**config.mk**
```make
export PLATFORM = sky130hd
export DESIGN_NAME = gsim_host_seq
export DESIGN_NICKNAME = d
export VERILOG_FILES = /design/src/rtl/gsim_host_pkg.sv /design/src/rtl/gsim_regbuf.sv /design/src/rtl/gsim_host_seq.sv
export SDC_FILE = /design/constraint.sdc
export NUM_CORES = 1
export LEC_CHECK = 0
export BUFFER_PORTS_ARGS = -buffer_cell sky130_fd_sc_hd__buf_2
export CORE_MARGIN = 10
export CORE_UTILIZATION = 55
export DETAILED_ROUTE_END_ITERATION = 7
export PLACE_DENSITY = 0.74
export SYNTH_ARGS = -nofsm -noshare
export SYNTH_HDL_FRONTEND = slang
export SYNTH_SLANG_ARGS = --single-unit
```
**constraint.sdc**
```tcl
create_clock -name clk -period 4.93 [get_ports clk]
set_input_delay 1.479 -clock clk [delete_from_list [all_inputs] [get_ports clk]]
set_output_delay 1.479 -clock clk [all_outputs]
set_load 0.05 [all_outputs]
```
**src/rtl/gsim_host_pkg.sv**
```systemverilog
// Shared sizes, defaults and the sequencer state encoding for the GSIM host sequencer.
package gsim_host_pkg;

    localparam int N           = 16;
    localparam int B_W         = 16;
    localparam int X_W         = 32;
    localparam int TIMEOUT_DEF = 8192;

    // Buffer index width and capture counter width (the counter must reach N)
    localparam int IDX_W = $clog2(N);
    localparam int CNT_W = IDX_W + 1;

    typedef enum logic [2:0] {
        IDLE,
        SEND,
        WAIT,
        CAPTURE,
        DONE
    } state_t;

endpackage

```
**src/rtl/gsim_regbuf.sv**
```systemverilog
// Register array with one synchronous write port and one read address.
// The read address feeds both a registered output (reset to zero) and an
// unregistered output, so the same block serves the streamed b buffer and
// the host-readable x buffer. A read of the address being written returns
// the old contents.
module gsim_regbuf #(
    parameter int WIDTH = 16,
    parameter int DEPTH = 16,
    localparam int AW   = $clog2(DEPTH)
) (
    input  logic             clk,
    input  logic             reset,
    input  logic             wr_en,
    input  logic [AW-1:0]    wr_addr,
    input  logic [WIDTH-1:0] wr_data,
    input  logic [AW-1:0]    rd_addr,
    output logic [WIDTH-1:0] rd_data_q,
    output logic [WIDTH-1:0] rd_data_comb
);

    logic [WIDTH-1:0] mem [DEPTH];

    // Storage write; contents are deliberately not cleared by reset
    always_ff @(posedge clk) begin
        if (wr_en) begin
            mem[wr_addr] <= wr_data;
        end
    end

    // Registered read with one cycle of latency
    always_ff @(posedge clk) begin
        if (reset) begin
            rd_data_q <= '0;
        end else begin
            rd_data_q <= mem[rd_addr];
        end
    end

    assign rd_data_comb = mem[rd_addr];

endmodule

```
**src/rtl/gsim_host_seq.sv**
```systemverilog
// Host-side sequencer for the GSIM solver: buffers 16 b words from the host,
// streams them into GSIM as one contiguous in_en burst, then captures the
// 16-word x result window into a host-readable buffer and reports status.
module gsim_host_seq
    import gsim_host_pkg::*;
#(
    parameter int TIMEOUT = TIMEOUT_DEF
) (
    input  logic             clk,
    input  logic             reset,
    input  logic             wr_en,
    input  logic [IDX_W-1:0] wr_addr,
    input  logic [B_W-1:0]   wr_data,
    input  logic             start,
    output logic             busy,
    output logic             done,
    output logic             timeout,
    output logic             short_err,
    output logic [CNT_W-1:0] cap_cnt,
    input  logic [IDX_W-1:0] rd_addr,
    output logic [X_W-1:0]   rd_data,
    output logic             gs_in_en,
    output logic [B_W-1:0]   gs_b,
    input  logic             gs_out_valid,
    input  logic [X_W-1:0]   gs_x
);

    localparam int TW = $clog2(TIMEOUT);

    state_t           state_q, state_d;
    logic [IDX_W-1:0] idx_q, idx_d;
    logic [TW-1:0]    timer_q, timer_d;
    logic [CNT_W-1:0] cap_cnt_q, cap_cnt_d;
    logic             timeout_q, timeout_d;
    logic             short_err_q, short_err_d;

    logic             bbuf_wr_en;
    logic [B_W-1:0]   bbuf_rd;
    logic [B_W-1:0]   bbuf_q_unused;
    logic             xbuf_wr_en;
    logic [IDX_W-1:0] xbuf_wr_addr;
    logic [X_W-1:0]   xbuf_comb_unused;

    // Host writes are accepted only while idle, including the start cycle
    assign bbuf_wr_en = wr_en && (state_q == IDLE);

    // x words land at index 0 on the first valid in WAIT, then in arrival order
    always_comb begin
        xbuf_wr_en   = 1'b0;
        xbuf_wr_addr = '0;
        if (gs_out_valid && (state_q == WAIT)) begin
            xbuf_wr_en = 1'b1;
        end else if (gs_out_valid && (state_q == CAPTURE)) begin
            xbuf_wr_en   = 1'b1;
            xbuf_wr_addr = cap_cnt_q[IDX_W-1:0];
        end
    end

    gsim_regbuf #(.WIDTH(B_W), .DEPTH(N)) u_bbuf (
        .clk          (clk),
        .reset        (reset),
        .wr_en        (bbuf_wr_en),
        .wr_addr      (wr_addr),
        .wr_data      (wr_data),
        .rd_addr      (idx_q),
        .rd_data_q    (bbuf_q_unused),
        .rd_data_comb (bbuf_rd)
    );

    gsim_regbuf #(.WIDTH(X_W), .DEPTH(N)) u_xbuf (
        .clk          (clk),
        .reset        (reset),
        .wr_en        (xbuf_wr_en),
        .wr_addr      (xbuf_wr_addr),
        .wr_data      (gs_x),
        .rd_addr      (rd_addr),
        .rd_data_q    (rd_data),
        .rd_data_comb (xbuf_comb_unused)
    );

    // Next-state and status computation for the run sequence
    always_comb begin
        state_d     = state_q;
        idx_d       = idx_q;
        timer_d     = timer_q;
        cap_cnt_d   = cap_cnt_q;
        timeout_d   = timeout_q;
        short_err_d = short_err_q;
        case (state_q)
            IDLE: begin
                if (start) begin
                    state_d     = SEND;
                    idx_d       = '0;
                    cap_cnt_d   = '0;
                    timeout_d   = 1'b0;
                    short_err_d = 1'b0;
                end
            end
            SEND: begin
                idx_d = idx_q + 1'b1;
                if (idx_q == IDX_W'(N - 1)) begin
                    state_d = WAIT;
                    timer_d = '0;
                end
            end
            WAIT: begin
                timer_d = timer_q + 1'b1;
                if (gs_out_valid) begin
                    cap_cnt_d = CNT_W'(1);
                    state_d   = CAPTURE;
                end else if (timer_q == TW'(TIMEOUT - 1)) begin
                    timeout_d = 1'b1;
                    state_d   = DONE;
                end
            end
            CAPTURE: begin
                if (gs_out_valid) begin
                    cap_cnt_d = cap_cnt_q + 1'b1;
                    if (cap_cnt_q == CNT_W'(N - 1)) begin
                        state_d = DONE;
                    end
                end else begin
                    short_err_d = 1'b1;
                    state_d     = DONE;
                end
            end
            DONE: begin
                state_d = IDLE;
            end
            default: begin
                state_d = IDLE;
            end
        endcase
    end

    // Sequencer state register; reset aborts any run at the same edge
    always_ff @(posedge clk) begin
        if (reset) begin
            state_q     <= IDLE;
            idx_q       <= '0;
            timer_q     <= '0;
            cap_cnt_q   <= '0;
            timeout_q   <= 1'b0;
            short_err_q <= 1'b0;
        end else begin
            state_q     <= state_d;
            idx_q       <= idx_d;
            timer_q     <= timer_d;
            cap_cnt_q   <= cap_cnt_d;
            timeout_q   <= timeout_d;
            short_err_q <= short_err_d;
        end
    end

    assign busy      = (state_q != IDLE);
    assign done      = (state_q == DONE);
    assign timeout   = timeout_q;
    assign short_err = short_err_q;
    assign cap_cnt   = cap_cnt_q;
    assign gs_in_en  = (state_q == SEND);
    assign gs_b      = gs_in_en ? bbuf_rd : '0;

endmodule

```
## After elaboration in Yosys (flattened, before gate mapping)

Memories as Yosys holds them, arrays and structs flattened. A register that Yosys moved wholly into a read port is not among the register bits.
Cells that the tools add are included.

- Register bits after elaboration: 27
- Bits in writable memories: 768
- Bits of input ports: 61
- Output and inout port bits: 58
- Word-level logic and storage cells: 75
- Memories kept: 2

Memories:

| name | depth | width | rd ports | clocked after memory_dff | wr ports | line | source |
|---|---|---|---|---|---|---|---|
| u_xbuf.mem | 16 | 32 | 1 | 1 | 1 | gsim_regbuf.sv:21 | `logic [WIDTH-1:0] mem [DEPTH];` |
| u_bbuf.mem | 16 | 16 | 1 | 1 | 1 | gsim_regbuf.sv:21 |  |

- $add $sub $neg: 3
- Eq/ne operators: 16
- Mux-type cells: 32
- Reduce and logical (&&, ||, !) cells: 16

Operators with widths:

| cell | number |
|---|---|
| case mux 13 bit (2 select lines) | 1 |
| two-way mux 4 bit | 5 |
| two-way mux 3 bit | 6 |
| two-way mux 16 bit | 1 |
| two-way mux 5 bit | 3 |
| case mux 5 bit (3 select lines) | 1 |
| adder 13 x 1 -> 13 bit, second input constant | 1 |
| == test 13 bit, second input constant | 1 |
| two-way mux 13 bit | 1 |
| case mux 3 bit (4 select lines) | 1 |
| AND reduction 4 bit | 3 |
| two-way mux 1 bit | 10 |
| != test 2 bit, second input constant | 5 |
| case mux 4 bit (2 select lines) | 1 |
| nonzero test 2 bit | 4 |
| == test 3 x 2 -> 1 bit, second input constant | 2 |
| != test 3 x 2 -> 1 bit, second input constant | 2 |
| nonzero test 3 bit | 2 |
| adder 5 x 1 -> 5 bit, second input constant | 1 |
| == test 5 x 4 -> 1 bit, second input constant | 1 |
| adder 4 x 1 -> 4 bit, second input constant | 1 |
| == test 4 bit, second input constant | 1 |
| != test 2 x 1 -> 1 bit, second input constant | 2 |
| case mux 1 bit (2 select lines) | 2 |
| other kinds (6) | 9 |

## Depth between registers and ports, before layout

- Word-level depth: 6
- Mapped depth: 8

## Cells and area by module

From an unflattened synthesis, not the netlist that was laid out.

- Cell total of the unflattened synthesis: 1510
- Area, all modules: 32287.2 um^2

By module, submodules not included:

| module | instances | cells an instance | area each (um^2) | seq. area each (um^2) |
|---|---|---|---|---|
| gsim_regbuf at u_xbuf | 1 | 873 | 20463.4 | 16015.4 |
| gsim_regbuf at u_bbuf | 1 | 450 | 10257.3 | 8007.7 |
| gsim_host_seq | 1 | 187 | 1566.5 | 540.5 |

## Least setup slack after synthesis

OpenSTA, ideal clock, no wires.

- Path kind: input port to flip-flop
- Start: input gs_out_valid
- End: memory u_xbuf.mem[4][0] (netlist name), enable pin
- Setup time: 0.461 ns
- Data arrival time: 4.239 ns
- Slack: 0.231 ns
- Stages: 4
- Path buffers: 0
- Cell sequence: inv_1 -> nor3_1 -> nand3b_1 -> nor3_1

- Word-level cells in the longest chain between the ends: 5

Ends and longest elaborated chain:

| element | line | source |
|---|---|---|
| start: declaration | gsim_host_seq.sv:24 | `input logic gs_out_valid,` |
| logical AND 1 bit | gsim_host_seq.sv:53 | `end else if (gs_out_valid && (state_q == CAPTURE)) begin` |
| two-way mux 1 bit | gsim_host_seq.sv:53 |  |
| two-way mux 1 bit | gsim_host_seq.sv:51 | `if (gs_out_valid && (state_q == WAIT)) begin` |
| two-way mux 1 bit | gsim_regbuf.sv:25 | `if (wr_en) begin` |
| two-way mux 1 bit (not written as such) | gsim_regbuf.sv:26 | `mem[wr_addr] <= wr_data;` |
| end: declaration | gsim_regbuf.sv:21 |  |

Parallel ways exist; a longest one is shown, timed or not.

==> flow_summary.json <==
{
  "grt_pass1_wl_um": 104000,
  "min_period_ns": 4.54,
  "synthArstFlopShare_pct": 0,
  "drc": 0,
  "synth_flop_cell": "edfxtp_1",
  "dpl.cell_count": 2549,
  "firstDrtPassIters": 5,
  "synthesis.area_sq_um": 31700,
  "antenna_found_initial": 5,
  "die-area_sq_um": 67700,
  "p_per_area_nw_per_um2": 407,
  "clkTransAtPathRegs_ns": 0.06,
  "crit_path_end_kind": "output pin",
  "power.switching_uw": 3210,
  "dp_hpwl_um": 40500,
  "setup_viol": 0,
  "num-fill-cells": 3750,
  "clockRootBuffer": "clkbuf_16",
  "finalWirelength_um": 68900,
  "post_layout_nonfiller_instances": 2700,
  "ctsHoldBuffers": 0,
  "num_io_pins": 119,
  "seq_area_sq_um": 24300,
  "ys_types": 55,
  "slew_viol_final": 0,
  "cap_violations": 0,
  "cts_buffers": 81,
  "slew_headroom_pct": 21.8,
  "mostFrequentLayoutCell": "edfxtp_1",
  "area_delta_synth_final_pct": 14.0,
  "grt_remaining_overflow": 0,
  "die_h_um": 260,
  "drtAntennaViolNets": 0,
  "hold_class": "flop to flop",
  "setup_tns_ns": 0,
  "h-tree-depth": 3,
  "cts.path.max_buffers": 3,
  "initialDrtViolationCount": 1469,
  "synth_top_area_cell": "edfxtp_1",
  "final_core_util_pct": 63.8,
  "syn_inst": 1704,
  "worstSkewPairLatency_ns": 0.62,
  "core_area_sq_um": 56700,
  "required_ns": 3.45,
  "p_leak_uw": 0.0125,
  "final_cell_mix": "edfxtp_1, mux2i_1, buf_2",
  "finalCritPeriodShare_pct": 92.1,
  "synth_nets": 1769,
  "clock-sinks": 831,
  "cts_setup_buffers": 0,
  "rsz0062_at_grt": "false",
  "fmax_ghz": 0.220,
  "cts_tree": "done",
  "critPathArrivalTime_ns": 3.06,
  "synth_area_leaders": "edfxtp_1, mux2i_1, mux4_2, dfxtp_1, a22oi_1",
  "grt_max_degree": 60,
  "layout.nets": 1941,
  "track_usage_pct": 20.3,
  "p_int_uw": 11500,
  "finalHoldViolations": 0,
  "seq_power_share_pct": 52.9,
  "worst_pin_slew_ns": 1.17,
  "synth-edff-count": 768,
  "first_global_vias": 16800,
  "status": "completed",
  "fin_skew_ns": 0.0185,
  "io_buffers": 118,
  "combPwrFrac_pct": 5.8,
  "gp_congestion": 0.765,
  "worstSetupStartpointType": "flop",
  "switching_share_pct": 21.8,
  "multi_input_area_sq_um": 6960,
  "fp.dieW_um": 260,
  "yosys_warnings": 0,
  "synth-seq-area-share_pct": 76.7,
  "drive_gt1_share_pct": 21.5,
  "cts_resized": 0,
  "wl_per_cell_um": 25.5,
  "dr_total_vias": 16500,
  "rows": 87,
  "avgSynthCellArea_sq_um": 18.6,
  "initial_core_util_pct": 55.9,
  "ys_ff_latch": 831,
  "power_frac_clock_pct": 41.2,
  "yosysTopAreaCellShare_pct": 72.7,
  "worstSetupPathType": "flop to output pin",
  "via_per_inst": 6.10,
  "worstPathMaxFanout": 39,
  "peakVddDrop_mv": 0.288
}
logic make-up (layout without fill, tap and decap cells):
logic type | count (synthesis) | after routing | synth area share [%]
flops | 831 | 831 | 76.7
mux | 313 | 313 | 13.0
compound gates | 241 | 241 | 5.28
simple gates | 187 | 187 | 3.03
buf+inv | 127 | 364 | 1.88
fa+ha+maj | 4 | 4 | 0.158
xor+xnor | 1 | 1 | 0.0276
other cells | 0 | 3 | 0
synth_stat cells, types with 6 or more instances:
library cell	count
a21oi_1	20
a221o_1	14
a221oi_1	17
a22oi_1	97
buf_1	7
buf_2	37
buf_4	10
clkbuf_1	31
dfxtp_1	63
edfxtp_1	768
inv_1	37
mux2i_1	233
mux4_2	78
nand2_1	60
nand2b_1	9
nand3_1	10
nand3b_1	6
nor2_1	45
nor2b_1	6
nor3_1	12
o21ai_0	45
o22ai_1	30
registers in the layout, summed over array words and instances, names as in the netlist, named ones only:
register          count
cap_cnt               5
timer_q              13
u_xbuf.mem          512
state_q               3
u_bbuf.mem          256
timeout               1
u_xbuf.rd_data_q     32
short_err             1
idx_q                 4
layout make-up:
cell class | instances | share of cell area (%)
antenna | 3 | 0.0207
clock buffer | 101 | 5.95
clock inverter | 47 | 1.30
inverter | 38 | 0.415
multi-input combinational | 746 | 19.2
sequential | 831 | 67.2
tap | 756 | 2.61
timing repair buffer | 178 | 3.22
power groups by stage:
stage / logic (uW) / clock network [uW] / registers (uW)
after global placement: 845 / 0 / 7950
after CTS: 864 / 6140 / 7800
after floorplan: 491 / 0 / 8020
after detailed placement: 860 / 0 / 7950
after global routing: 916 / 6450 / 7810
final: 858 / 6080 / 7800
worst paths after layout:
kind / start / to / slack (ns) / cells past startpoint
max: flop / gs_b[10] / 0.39 / 6
min: timer_q[10] / timer_q[10] / 0.47 / 1
max reg2reg: state_q[1] / u_xbuf.mem[13][22] / 1.85 / 5
min reg2reg: timer_q[10] / timer_q[10] / 0.47 / 1
worst max-delay path, cell delays in order, from the launching register on:
cell     delay, ns
dfxtp_4       0.82
buf_12        0.32
mux4_2        0.53
inv_1         0.07
o22ai_1       0.08
a221o_1       0.34
buf_2         0.24
per-stage QoR:
step                      power, uW  setup WS [ns]  hold WS [ns]  instance area, sq um
after floorplan                8510          0.231         0.433                 31700
after global routing          15200          0.219         0.498                 36200
after detailed placement       8810          0.908         0.451                 33600
after CTS                     14800          0.312         0.466                 36200
after global placement         8790          0.980         0.449                 33600
final                         14700          0.391         0.473                 36200
routing by layer:
metal	part of all wire [%]	track usage, %	up-vias
met5	0.019	0	-
met4	2.1	6.60	2
met3	7.4	3.78	103
met2	51	34.0	658
met1	39	26.5	8468
li1	-	-	7226
No activity file was read; power rests on OpenSTA's default activity.
